**src/rtl/boot_pkg.sv**
```systemverilog
// Shared definitions for the boot-time instruction loader: state encoding and
// default image placement, size and flash timeout.
package boot_pkg;

    typedef enum logic [2:0] {
        StIdle   = 3'd0,
        StStream = 3'd1,
        StWrite  = 3'd2,
        StDone   = 3'd3,
        StError  = 3'd4
    } boot_state_e;

    localparam logic [23:0] DefaultFlashBase = 24'h002000;
    localparam int unsigned DefaultWordCount = 2048;
    localparam int unsigned DefaultTimeout   = 65535;
    localparam int unsigned BytesPerWord     = 4;

endpackage

```
**src/rtl/byte_packer.sv**
```systemverilog
// Collects flash bytes into a little-endian 32-bit word; the first byte lands
// in bits [7:0]. word_next_o already includes a byte being pushed this cycle.
module byte_packer
    import boot_pkg::*;
(
    input  logic        clk_i,
    input  logic        rst_ni,
    input  logic        clear_i,
    input  logic        push_i,
    input  logic [7:0]  byte_i,
    output logic [2:0]  byte_cnt_o,
    output logic        full_o,
    output logic [31:0] word_next_o
);

    logic [BytesPerWord-1:0][7:0] lanes_q, lanes_d;
    logic [2:0]                   cnt_q, cnt_d;

    assign full_o      = cnt_q[2];
    assign byte_cnt_o  = cnt_q;
    assign word_next_o = lanes_d;

    always_comb begin
        lanes_d = lanes_q;
        cnt_d   = cnt_q;
        if (clear_i) begin
            lanes_d = '0;
            cnt_d   = '0;
        end else if (push_i && !full_o) begin
            lanes_d[cnt_q[1:0]] = byte_i;
            cnt_d               = cnt_q + 3'd1;
        end
    end

    always_ff @(posedge clk_i or negedge rst_ni) begin
        if (!rst_ni) begin
            lanes_q <= '0;
            cnt_q   <= '0;
        end else begin
            lanes_q <= lanes_d;
            cnt_q   <= cnt_d;
        end
    end

endmodule

```
**src/rtl/instr_loader.sv**
```systemverilog
// Streams a boot image from flash into instruction RAM word by word and holds
// the core in reset until the whole image has been written.
module instr_loader
    import boot_pkg::*;
#(
    parameter logic [23:0] FLASH_BASE = DefaultFlashBase,
    parameter int unsigned WORD_COUNT = DefaultWordCount,
    parameter int unsigned TIMEOUT    = DefaultTimeout,
    parameter bit          AUTO_START = 1'b1
) (
    input  logic        clk_i,
    input  logic        rst_ni,
    input  logic        start_i,
    output logic        flash_req_o,
    output logic [23:0] flash_addr_o,
    input  logic [7:0]  flash_byte_i,
    input  logic        flash_valid_i,
    output logic        flash_ready_o,
    output logic        mem_write_o,
    output logic [12:0] mem_addr_o,
    output logic [31:0] mem_data_o,
    output logic        busy_o,
    output logic        done_o,
    output logic        error_o,
    output logic        core_rst_no
);

    localparam logic [10:0] LastWord  = 11'(WORD_COUNT - 1);
    localparam logic [15:0] IdleLimit = 16'(TIMEOUT - 1);

    boot_state_e state_q, state_d;
    logic [10:0] word_cnt_q, word_cnt_d;
    logic [15:0] idle_q, idle_d;
    logic        pack_clear, accept, full;
    logic [2:0]  byte_cnt;
    logic [31:0] word_next;

    logic        flash_req_q, mem_write_q, busy_q, done_q, error_q, core_rst_q;
    logic [23:0] flash_addr_q;
    logic [12:0] mem_addr_q;
    logic [31:0] mem_data_q;

    assign flash_ready_o = (state_q == StStream) && !full;
    assign accept        = flash_ready_o && flash_valid_i;

    byte_packer u_packer (
        .clk_i       (clk_i),
        .rst_ni      (rst_ni),
        .clear_i     (pack_clear),
        .push_i      (accept),
        .byte_i      (flash_byte_i),
        .byte_cnt_o  (byte_cnt),
        .full_o      (full),
        .word_next_o (word_next)
    );

    always_comb begin
        state_d    = state_q;
        word_cnt_d = word_cnt_q;
        idle_d     = idle_q;
        pack_clear = 1'b0;
        case (state_q)
            StIdle: if (AUTO_START || start_i) state_d = StStream;
            StStream: begin
                if (accept) begin
                    idle_d = '0;
                    if (byte_cnt == 3'd3) state_d = StWrite;
                end else if (idle_q == IdleLimit) begin
                    state_d = StError;
                end else begin
                    idle_d = idle_q + 16'd1;
                end
            end
            StWrite: begin
                word_cnt_d = word_cnt_q + 11'd1;
                idle_d     = '0;
                pack_clear = 1'b1;
                state_d    = (word_cnt_q == LastWord) ? StDone : StStream;
            end
            StDone: state_d = StDone;
            StError: begin
                if (start_i) begin
                    state_d    = StStream;
                    word_cnt_d = '0;
                    idle_d     = '0;
                    pack_clear = 1'b1;
                end
            end
            default: state_d = StIdle;
        endcase
    end

    // Outputs are registered from the next state so they line up with state_q.
    always_ff @(posedge clk_i or negedge rst_ni) begin
        if (!rst_ni) begin
            state_q      <= StIdle;
            word_cnt_q   <= '0;
            idle_q       <= '0;
            flash_req_q  <= 1'b0;
            flash_addr_q <= '0;
            mem_write_q  <= 1'b0;
            mem_addr_q   <= '0;
            mem_data_q   <= '0;
            busy_q       <= 1'b0;
            done_q       <= 1'b0;
            error_q      <= 1'b0;
            core_rst_q   <= 1'b0;
        end else begin
            state_q      <= state_d;
            word_cnt_q   <= word_cnt_d;
            idle_q       <= idle_d;
            flash_addr_q <= FLASH_BASE;
            flash_req_q  <= (state_d == StStream) || (state_d == StWrite);
            busy_q       <= (state_d == StStream) || (state_d == StWrite);
            mem_write_q  <= (state_d == StWrite);
            if (state_d == StWrite) begin
                mem_addr_q <= {word_cnt_q, 2'b00};
                mem_data_q <= word_next;
            end
            done_q       <= (state_d == StDone);
            core_rst_q   <= (state_d == StDone);
            error_q      <= (state_d == StError);
        end
    end

    assign flash_req_o  = flash_req_q;
    assign flash_addr_o = flash_addr_q;
    assign mem_write_o  = mem_write_q;
    assign mem_addr_o   = mem_addr_q;
    assign mem_data_o   = mem_data_q;
    assign busy_o       = busy_q;
    assign done_o       = done_q;
    assign error_o      = error_q;
    assign core_rst_no  = core_rst_q;

endmodule

```
**config.mk**
```make
export PLATFORM = sky130hd
export DESIGN_NAME = instr_loader
export DESIGN_NICKNAME = d
export VERILOG_FILES = /design/src/rtl/boot_pkg.sv /design/src/rtl/byte_packer.sv /design/src/rtl/instr_loader.sv
export SDC_FILE = /design/constraint.sdc
export NUM_CORES = 1
export LEC_CHECK = 0
export ABC_AREA = 1
export CAP_MARGIN = 10
export CORE_UTILIZATION = 55
export DETAILED_ROUTE_END_ITERATION = 12
export GPL_TIMING_DRIVEN = 0
export PLACE_DENSITY = 0.79
export SLEW_MARGIN = 5
export SYNTH_ARGS = -nofsm -noshare
export SYNTH_HDL_FRONTEND = slang
export SYNTH_SLANG_ARGS = --single-unit
```
**constraint.sdc**
```tcl
create_clock -name clk_i -period 3.98 [get_ports clk_i]
set_input_delay 0.597 -clock clk_i [delete_from_list [all_inputs] [get_ports clk_i]]
set_output_delay 0.597 -clock clk_i [all_outputs]
set_load 0.01 [all_outputs]
```
Yosys cells after proc, flatten, opt, wreduce, memory -nomap -nowiden
Cells that the tools add are included.
W data, S select, Z words.
{"block": "classes", "n_addsub": 3, "n_lt_le_gt_ge": 2, "eq_ne": 13, "n_mux": 21, "reduce_logical": 12}
{"operator": "$mux W32", "n": 2}
{"operator": "$mux W16", "n": 3}
{"operator": "$pmux W16 S3", "n": 1}
{"operator": "$bwmux W32", "n": 1}
{"operator": "$pmux W11 S2", "n": 1}
{"operator": "$mux W3", "n": 6}
{"operator": "$add A16 B1 Y16 const B", "n": 1}
{"operator": "$demux W8 S2", "n": 1}
{"operator": "$eq A16 B16 Y1 const B", "n": 1}
{"operator": "$eq A3 B2 Y1 const B", "n": 5}
{"operator": "$pmux W3 S5", "n": 1}
{"operator": "$add A11 B1 Y11 const B", "n": 1}
{"operator": "$eq A11 B11 Y1 const B", "n": 1}
{"operator": "$mux W11", "n": 1}
{"operator": "$mux W8", "n": 1}
{"operator": "$eq A3 B1 Y1 const B", "n": 2}
{"operator": "$eq A3 B3 Y1 const B", "n": 2}
{"operator": "$logic_and A1 B1 Y1", "n": 4}
{"operator": "$reduce_bool A2 Y1", "n": 2}
{"operator": "$add A3 B1 Y3 const B", "n": 1}
{"operator": "$logic_not A3 Y1", "n": 1}
{"operator": "$lt A2 B3 Y1 const B", "n": 1}
{"operator": "$ne A3 B2 Y1 const B", "n": 1}
{"operator": "$reduce_and A3 Y1", "n": 1}
{"operator": "9 further kinds", "n": 9}
{"block": "totals", "register_bits": 113, "input_bits": 12, "elab_cells": 66}

Logic depth before layout (Yosys ltp)
Gate-level depths: netlist of the first run.
{"block": "logic_depth", "word_depth": 7, "ltp_mapped": 12, "ltp_nobuf": 11}

Hierarchy
From an unflattened synthesis of the first run, not the netlist that was laid out.
{"block": "unflattened", "cells_unflattened": 723, "area_unflattened_um2": 5595.4}
{"mod": "instr_loader", "n_inst": 1, "cells_per_inst": 497, "area_per_inst_um2": 3926.3, "seq_area_each_um2": 1951.9}
{"mod": "byte_packer", "n_inst": 1, "cells_per_inst": 226, "area_per_inst_um2": 1669.1, "seq_area_each_um2": 875.8}

Worst setup path before layout of the first run
OpenSTA, ideal clock, no wires.
{"block": "synth_timing", "path_type": "input-to-reg", "from": "input flash_valid_i", "to": "register mem_addr_q[9] (netlist: mem_addr_o[9])", "setup_time_ns": 0.127, "arrival_time_ns": 1.539, "setup_slack_ns": 2.314, "cell_stages": 7, "path_cell_list": "inv_1 > nor3_4 > nand2_2 > buf_2 > buf_2 > nand2_1 > o21ai_0"}
{"block": "synth_between", "elab_chain_len": 4}
{"item": "start: declaration", "line_no": "instr_loader.sv:17", "rtl": "input logic flash_valid_i,"}
{"item": "$logic_and A1 B1 Y1", "line_no": "instr_loader.sv:44", "rtl": "assign accept = flash_ready_o && flash_valid_i;"}
{"item": "$mux W3", "line_no": "instr_loader.sv:65", "rtl": "if (accept) begin"}
{"item": "$pmux W3 S5", "line_no": "instr_loader.sv:62", "rtl": "case (state_q)"}
{"item": "$eq A3 B2 Y1", "line_no": "instr_loader.sv:116", "rtl": "if (state_d == StWrite) begin"}
{"item": "end signal: assignment", "line_no": "instr_loader.sv:117", "rtl": "mem_addr_q <= {word_cnt_q, 2'b00};"}
{"item": "end: declaration", "line_no": "instr_loader.sv:40", "rtl": "logic [12:0] mem_addr_q;"}
No other way between the ends.
A chain may end at the register's enable or synchronous reset.

Final worst setup path of the first run
{"block": "layout_timing", "from": "register state_q[1]", "to": "output flash_ready_o"}
{"block": "layout_between", "elab_chain_len": 2}
{"item": "start: declaration", "line_no": "instr_loader.sv:31", "rtl": "boot_state_e state_q, state_d;"}
{"item": "start signal: assignment", "line_no": "instr_loader.sv:96", "rtl": "state_q <= StIdle;"}
{"item": "start signal: assignment", "line_no": "instr_loader.sv:109", "rtl": "state_q <= state_d;"}
{"item": "$eq A3 B1 Y1", "line_no": "instr_loader.sv:43", "rtl": "assign flash_ready_o = (state_q == StStream) && !full;"}
{"item": "$logic_and A1 B1 Y1", "line_no": "instr_loader.sv:43"}
{"item": "end: declaration", "line_no": "instr_loader.sv:18", "rtl": "output logic flash_ready_o,"}
No other way between the ends.

==> out/qor.yml, run 1 <==
cts_buffers: 17
post_cts_buffers: 0
syn_area_per_cell_um2: 7.90
final_nets: 844
wl_um: 13400
wire_per_inst_um: 13.8
hp-class: "in -> async"
fp.coreArea_um2: 9910
htree_levels: 4
seq_power_share_pct: 35.7
p_switching_mw: 1.74
start_kind: "flip-flop"
overflow: 0
synth_ff_type: "dfrtp_1"
ys_seq_area_share_pct: 49.8
fmaxAchievable_mhz: 393
cts_resized: 0
multi_input_comb_area_um2: 2290
slew_headroom_pct: 61.3
postSynthCellCount: 718
vdd_drop_max_uv: 351
placed_cell_area_um2: 6580
die_height_um: 104
start_util_pct: 57.3
design_area_um2: 7140
pre_cts_ws_ns: 1.51
status: "finished clean"
end_kind: "output port"
numClockSinks: 113
worst-r2r-setup-slack_ns: 2.02
mostFrequentLayoutCells: "nand2_1, dfrtp_1, inv_1"
dieArea_um2: 10700
grt_usage_pct: 26.4
area.growth.synth_to_final_pct: 25.8
grt_pass1_vias: 4826
route.detailed.drc: 0
clkLatencyLatePin_ns: 0.51
cts_tree: "yes"
whs_ns: 0.0166
grt_pass1_wl_um: 22700
io_buffers: 62
crit_path_max_fanout: 4
drtIter0Drc: 286
rows: 36
antenna_left: 0
cap_violations: 0
place.gp.congestion: 0.837
dp_hpwl_um: 9030
yosys_warnings: 0
clock_power_share_pct: 28.5
cts_max_path_buffers: 2
root_buffer: "clkbuf_8"
p_per_area_nw_per_um2: 705
viasPerCell: 5.22
yosysUniqueCellTypes: 30
finalCriticalPeriod_ns: 2.54
n_antenna_cell: 0
ys_seq_elements: 113
drive_gt1_share_pct: 11.2
setup_viol: 0
grt_max_degree: 62
synth_edf_count: 0
ff_latch_area_um2: 2830
cellLeakagePower_nw: 3.87
swShare_pct: 34.5
antenna_found_initial: 0
required_ns: 3.38
cp.arrival_ns: 1.95
vias: 5062
pin_count: 88
skew_ns: 0.00687
drtPass1Iterations: 5
worst_pin_slew_ns: 0.578
netlist_area_um2: 5680
power.total_mw: 5.04
comb_power_share_pct: 35.8
hold_buffers: 0
min_period_over_period_pct: 63.9
final_max_slew_viol_count: 0
finalHoldViolations: 0
layout_setup_ws_ns: 1.44
die_w_um: 104
critical_path_class: "reg -> out"
async_reset_ff_share_pct: 100
internal_power_mw: 3.30
rsz0062_at_grt: "no"
path_clk_slew_ns: 0.06
mostFrequentLayoutCell: "nand2_1"
fill_cells: 740
==> final cells by class <==
type                    instances  share of cell area [%]
flip-flops and latches        113                    39.6
repair buffers                 63                    9.09
well taps                     133                    2.33
clock inverters                10                    1.56
multi-input cells             493                    32.1
clock buffers                  21                    6.29
plain buffers                  48                    4.43
inverters                      88                    4.63
==> synthesized netlist by cell type, drive strengths merged (2+ instances only) <==
master	instances	area, um^2
nand2	262	1000
dfrtp	113	2830
inv	87	327
nor2	44	180
buf	43	298
nand4	43	269
nand3	33	178
and3	32	200
o21ai	22	114
ha	8	100
nor3	7	46.3
clkbuf	5	18.8
a21oi	4	20.0
or2	4	25.0
o21bai	3	22.5
conb	2	7.51
xor2	2	17.5
==> power by group through the flow <==
| stage | registers [mW] | clock network [mW] | logic, mW |
|---|---|---|---|
| 2_1_floorplan | 1.85 | 0 | 0.995 |
| 3_3_place_gp | 1.79 | 0 | 1.70 |
| 3_5_place_dp | 1.80 | 0 | 1.77 |
| 4_1_cts | 1.79 | 1.44 | 1.80 |
| 5_1_grt | 1.84 | 1.50 | 2.00 |
| 6_report | 1.80 | 1.44 | 1.80 |
==> cells by family (layout without fill, tap and decap cells) <==
kind of cell,Yosys count,in the layout,share of synthesized area [%]
simple gates,426,426,33.6
buf+inv,136,230,11.4
flops,113,113,49.8
compound gates,31,31,3.00
fa+ha+maj,8,8,1.76
other cells,2,26,0.132
xor+xnor,2,2,0.309
==> through the flow <==
stage               instances  setup TNS [ns]  util, %
finish                    969               0     72.1
global route              969               0     72.1
detailed placement        938               0     66.4
global placement          937         -213.14     66.1
CTS                       969               0     72.1
floorplan                 742               0        -
==> worst paths after layout <==
check                                   start             endpoint  depth (start not counted)
worst max-delay path               state_q[1]        flash_ready_o                          4
worst min-delay path                   rst_ni       mem_addr_o[10]                          1
worst max register to register     state_q[1]           idle_q[13]                         10
worst min register to register  mem_data_o[6]        mem_data_o[6]                          2
max in group asynchronous              rst_ni  u_packer.lanes_q[5]                          2
min in group clk_i              mem_data_o[6]        mem_data_o[6]                          2
==> registers in the layout, indices dropped and copies added, names as in the netlist <==
register / flops
mem_data_o: 32
idle_q: 16
error_o: 1
state_q: 3
u_packer.byte_cnt_o: 3
u_packer.lanes_q: 32
busy_o: 1
mem_write_o: 1
mem_addr_o: 11
core_rst_no: 1
flash_addr_o: 1
word_cnt_q: 11
==> per-layer routing <==
metal / track usage (%) / wire [um]
met1: 35.8 / 5910
met2: 41.3 / 6370
met3: 5.03 / 772
met4: 12.0 / 323
met5: 0 / 0
==> worst max-delay path, cell delays in order (launching register included) <==
cell and delay, ns:
dfrtp_1 0.41, inv_1 0.14, nand3_4 0.11, nor2_1 0.20, clkdlybuf4s50_1 0.58
(Power assumes the default switching activity.)
==> run 2, diff against run 1 <==
--- a/config.mk
+++ b/config.mk
@@ -7,10 +7,10 @@
 export LEC_CHECK = 0
 export ABC_AREA = 1
 export CAP_MARGIN = 10
-export CORE_UTILIZATION = 55
+export CORE_UTILIZATION = 49
 export DETAILED_ROUTE_END_ITERATION = 12
 export GPL_TIMING_DRIVEN = 0
-export PLACE_DENSITY = 0.79
+export PLACE_DENSITY = 0.75
 export SLEW_MARGIN = 5
 export SYNTH_ARGS = -nofsm -noshare
 export SYNTH_HDL_FRONTEND = slang
==> constraint.sdc (replaced) <==
create_clock -name clk_i -period 2.2 [get_ports clk_i]
set_input_delay 0.33 -clock clk_i [delete_from_list [all_inputs] [get_ports clk_i]]
set_output_delay 0.33 -clock clk_i [all_outputs]
set_load 0.01 [all_outputs]
==> run 2 against run 1 <==
Against the previous run: critical path depth is the same; clock power is 84% higher; first-iteration DRC count grew 10%; sequential share of layout area down 0.19 points; total power increased by 81%; critical path type unchanged; critical endpoint unchanged.
==> out/qor.yml, run 2 (same netlist as run 1, synthesis figures left out) <==
worst-r2r-setup-slack_ns: 0.28  # -1.74 ns
drive_gt1_share_pct: 11.3  # +0.092 points
grt_max_degree: 60  # -3.2%
mostFrequentLayoutCells: "nand2_1, dfrtp_1, inv_1"
cts_max_path_buffers: 2  # unchanged
grtUsageMet1_pct: 29.7  # -6.1 points
grt_pass1_wl_um: 21200  # -6.7%
pin_count: 88  # unchanged
worst_pin_slew_ns: 0.617  # +0.0383 ns
busiest_layer: "met2"
final_nets: 845  # +0.12%
critical_path_class: "reg -> out"
path_buf_inv: 2  # unchanged
die_height_um: 110  # +5.8%
cellLeakagePower_nw: 3.88  # +0.39%
pre_cts_ws_ns: 0.00407  # -1.51 ns
endpoint: "flash_ready_o"
n_antenna_cell: 0  # unchanged
p_per_area_nw_per_um2: 1270  # +80%
slew_headroom_pct: 58.7  # -2.6 points
grt_pass1_vias: 4573  # -5.2%
r2r-start: "state_q[1]"
cp.depth: 4  # unchanged
route.detailed.drc: 0  # unchanged
power.total_mw: 9.11  # +81%
viasPerCell: 5.07  # -2.9%
setup_viol: 0  # unchanged
clkLatencyLatePin_ns: 0.42  # -0.09 ns
fill_cells: 931  # +26%
numClockSinks: 113  # unchanged
final_max_slew_viol_count: 0  # unchanged
reg2reg_depth: 7  # -3
final_cells: 978  # +0.93%
min_period_over_period_pct: 95.7
placed_cells: 945  # +0.75%
wire_per_inst_um: 13.3  # -3.7%
ff_latch_area_um2: 2830  # unchanged
vdd_drop_max_uv: 672  # +91%
skew_ns: 0.0119  # +0.00504 ns
whs_ns: 0.422  # +0.405 ns
drtIter0Drc: 315  # +10%
post_cts_buffers: 0  # unchanged
end_kind: "output port"
fmaxAchievable_mhz: 475
crit_path_max_fanout: 4  # unchanged
start_kind: "flip-flop"
critical_path.top_delay_family: "buffers and inverters"
timing.rr.end: "u_packer.lanes_q[7]"
antenna_left: 0  # unchanged
finalSetupTns_ns: 0  # unchanged
fp.coreArea_um2: 11100  # +12%
design_area_um2: 7180  # +0.47%
overflow: 0  # unchanged
finalHoldViolations: 0  # unchanged
cts_tree: "yes"
cts_buffers: 17  # unchanged
grt_usage_pct: 23.2  # -3.2 points
cp-startpoint: "state_q[1]"
crit_path_cell_trace: "inv_1 -> nand3_4 -> nor2_2 -> clkdlybuf4s50_1"
multi_input_comb_area_um2: 2290  # +0.11%
cap_violations: 0  # unchanged
layout_setup_ws_ns: 0.0937  # -1.34 ns
max_stage_delay_ns: 0.56  # -0.02 ns
mostFrequentLayoutCell: "nand2_1"
critPathSlowestCell: "clkdlybuf4s50_1"
place.gp.congestion: 0.908  # +8.5%
area.growth.synth_to_final_pct: 26.4
required_ns: 1.87  # -1.51 ns
use_met3_pct: 5.33  # +0.30 points
path_clk_slew_ns: 0.05  # about the same
final_core_util_pct: 64.8  # -7.3 points
dieArea_um2: 12000  # +12%
die_w_um: 110  # +5.8%
io_buffers: 62  # unchanged
vias: 4962  # -2.0%
hp-class: "in -> async"
start_util_pct: 51.2  # -6.0 points
rows: 38  # +5.6%
status: "finished clean"
antenna_found_initial: 0  # unchanged
wl_um: 13000  # -2.8%
drtPass1Iterations: 5  # unchanged
rsz0062_at_grt: "no"
dp_hpwl_um: 8850  # -2.0%
use_met2_pct: 37.6  # -3.7 points
finalCriticalPeriod_ns: 2.11
root_buffer: "clkbuf_16"
cp.arrival_ns: 1.78  # -0.17 ns
htree_levels: 4  # unchanged
placed_cell_area_um2: 6590  # +0.13%
run 2: worst min path at each step:
stage	cells after the start	to	slack, ns
floorplan	0	busy_o	0.03
finish	2	idle_q[15]	0.42
global placement	2	mem_data_o[16]	0.46
detailed placement	1	idle_q[15]	0.32
global route	2	idle_q[15]	0.49
CTS	2	idle_q[15]	0.44
run 2: metal layers:
| metal | share of wire, % | routed length, um | vias to the layer above |
|---|---|---|---|
| met1 | 44 | 5700 | 2338 |
| li1 | - | - | 2448 |
| met5 | 0 | 0 | - |
| met4 | 1.8 | 232 | 0 |
| met3 | 5.9 | 767 | 27 |
| met2 | 48 | 6300 | 149 |
run 2: cell type report:
cell class | instances | area share [%]
Inverter | 88 | 4.60
Clock buffer | 22 | 6.47
Buffer | 48 | 4.41
Tap cell | 140 | 2.44
Clock inverter | 10 | 1.52
Sequential cell | 113 | 39.4
Timing Repair Buffer | 64 | 9.19
Multi-Input combinational cell | 493 | 32.0
run 2: what timing repair did:
item / CTS / global route
gates resized for setup: 0 / 1
hold endpoints to repair: 54 / 0
endpoints found under the setup margin: 0 / 1
hold buffers: 1 / 0
run 2: power by group:
group / internal [mW] / switching, mW / leakage, nW / total (mW)
logic: 1.47 / 1.75 / 2.19 / 3.22
clock network: 1.71 / 0.931 / 0.280 / 2.65
registers: 2.84 / 0.403 / 1.41 / 3.24
total: 6.02 / 3.08 / 3.88 / 9.11
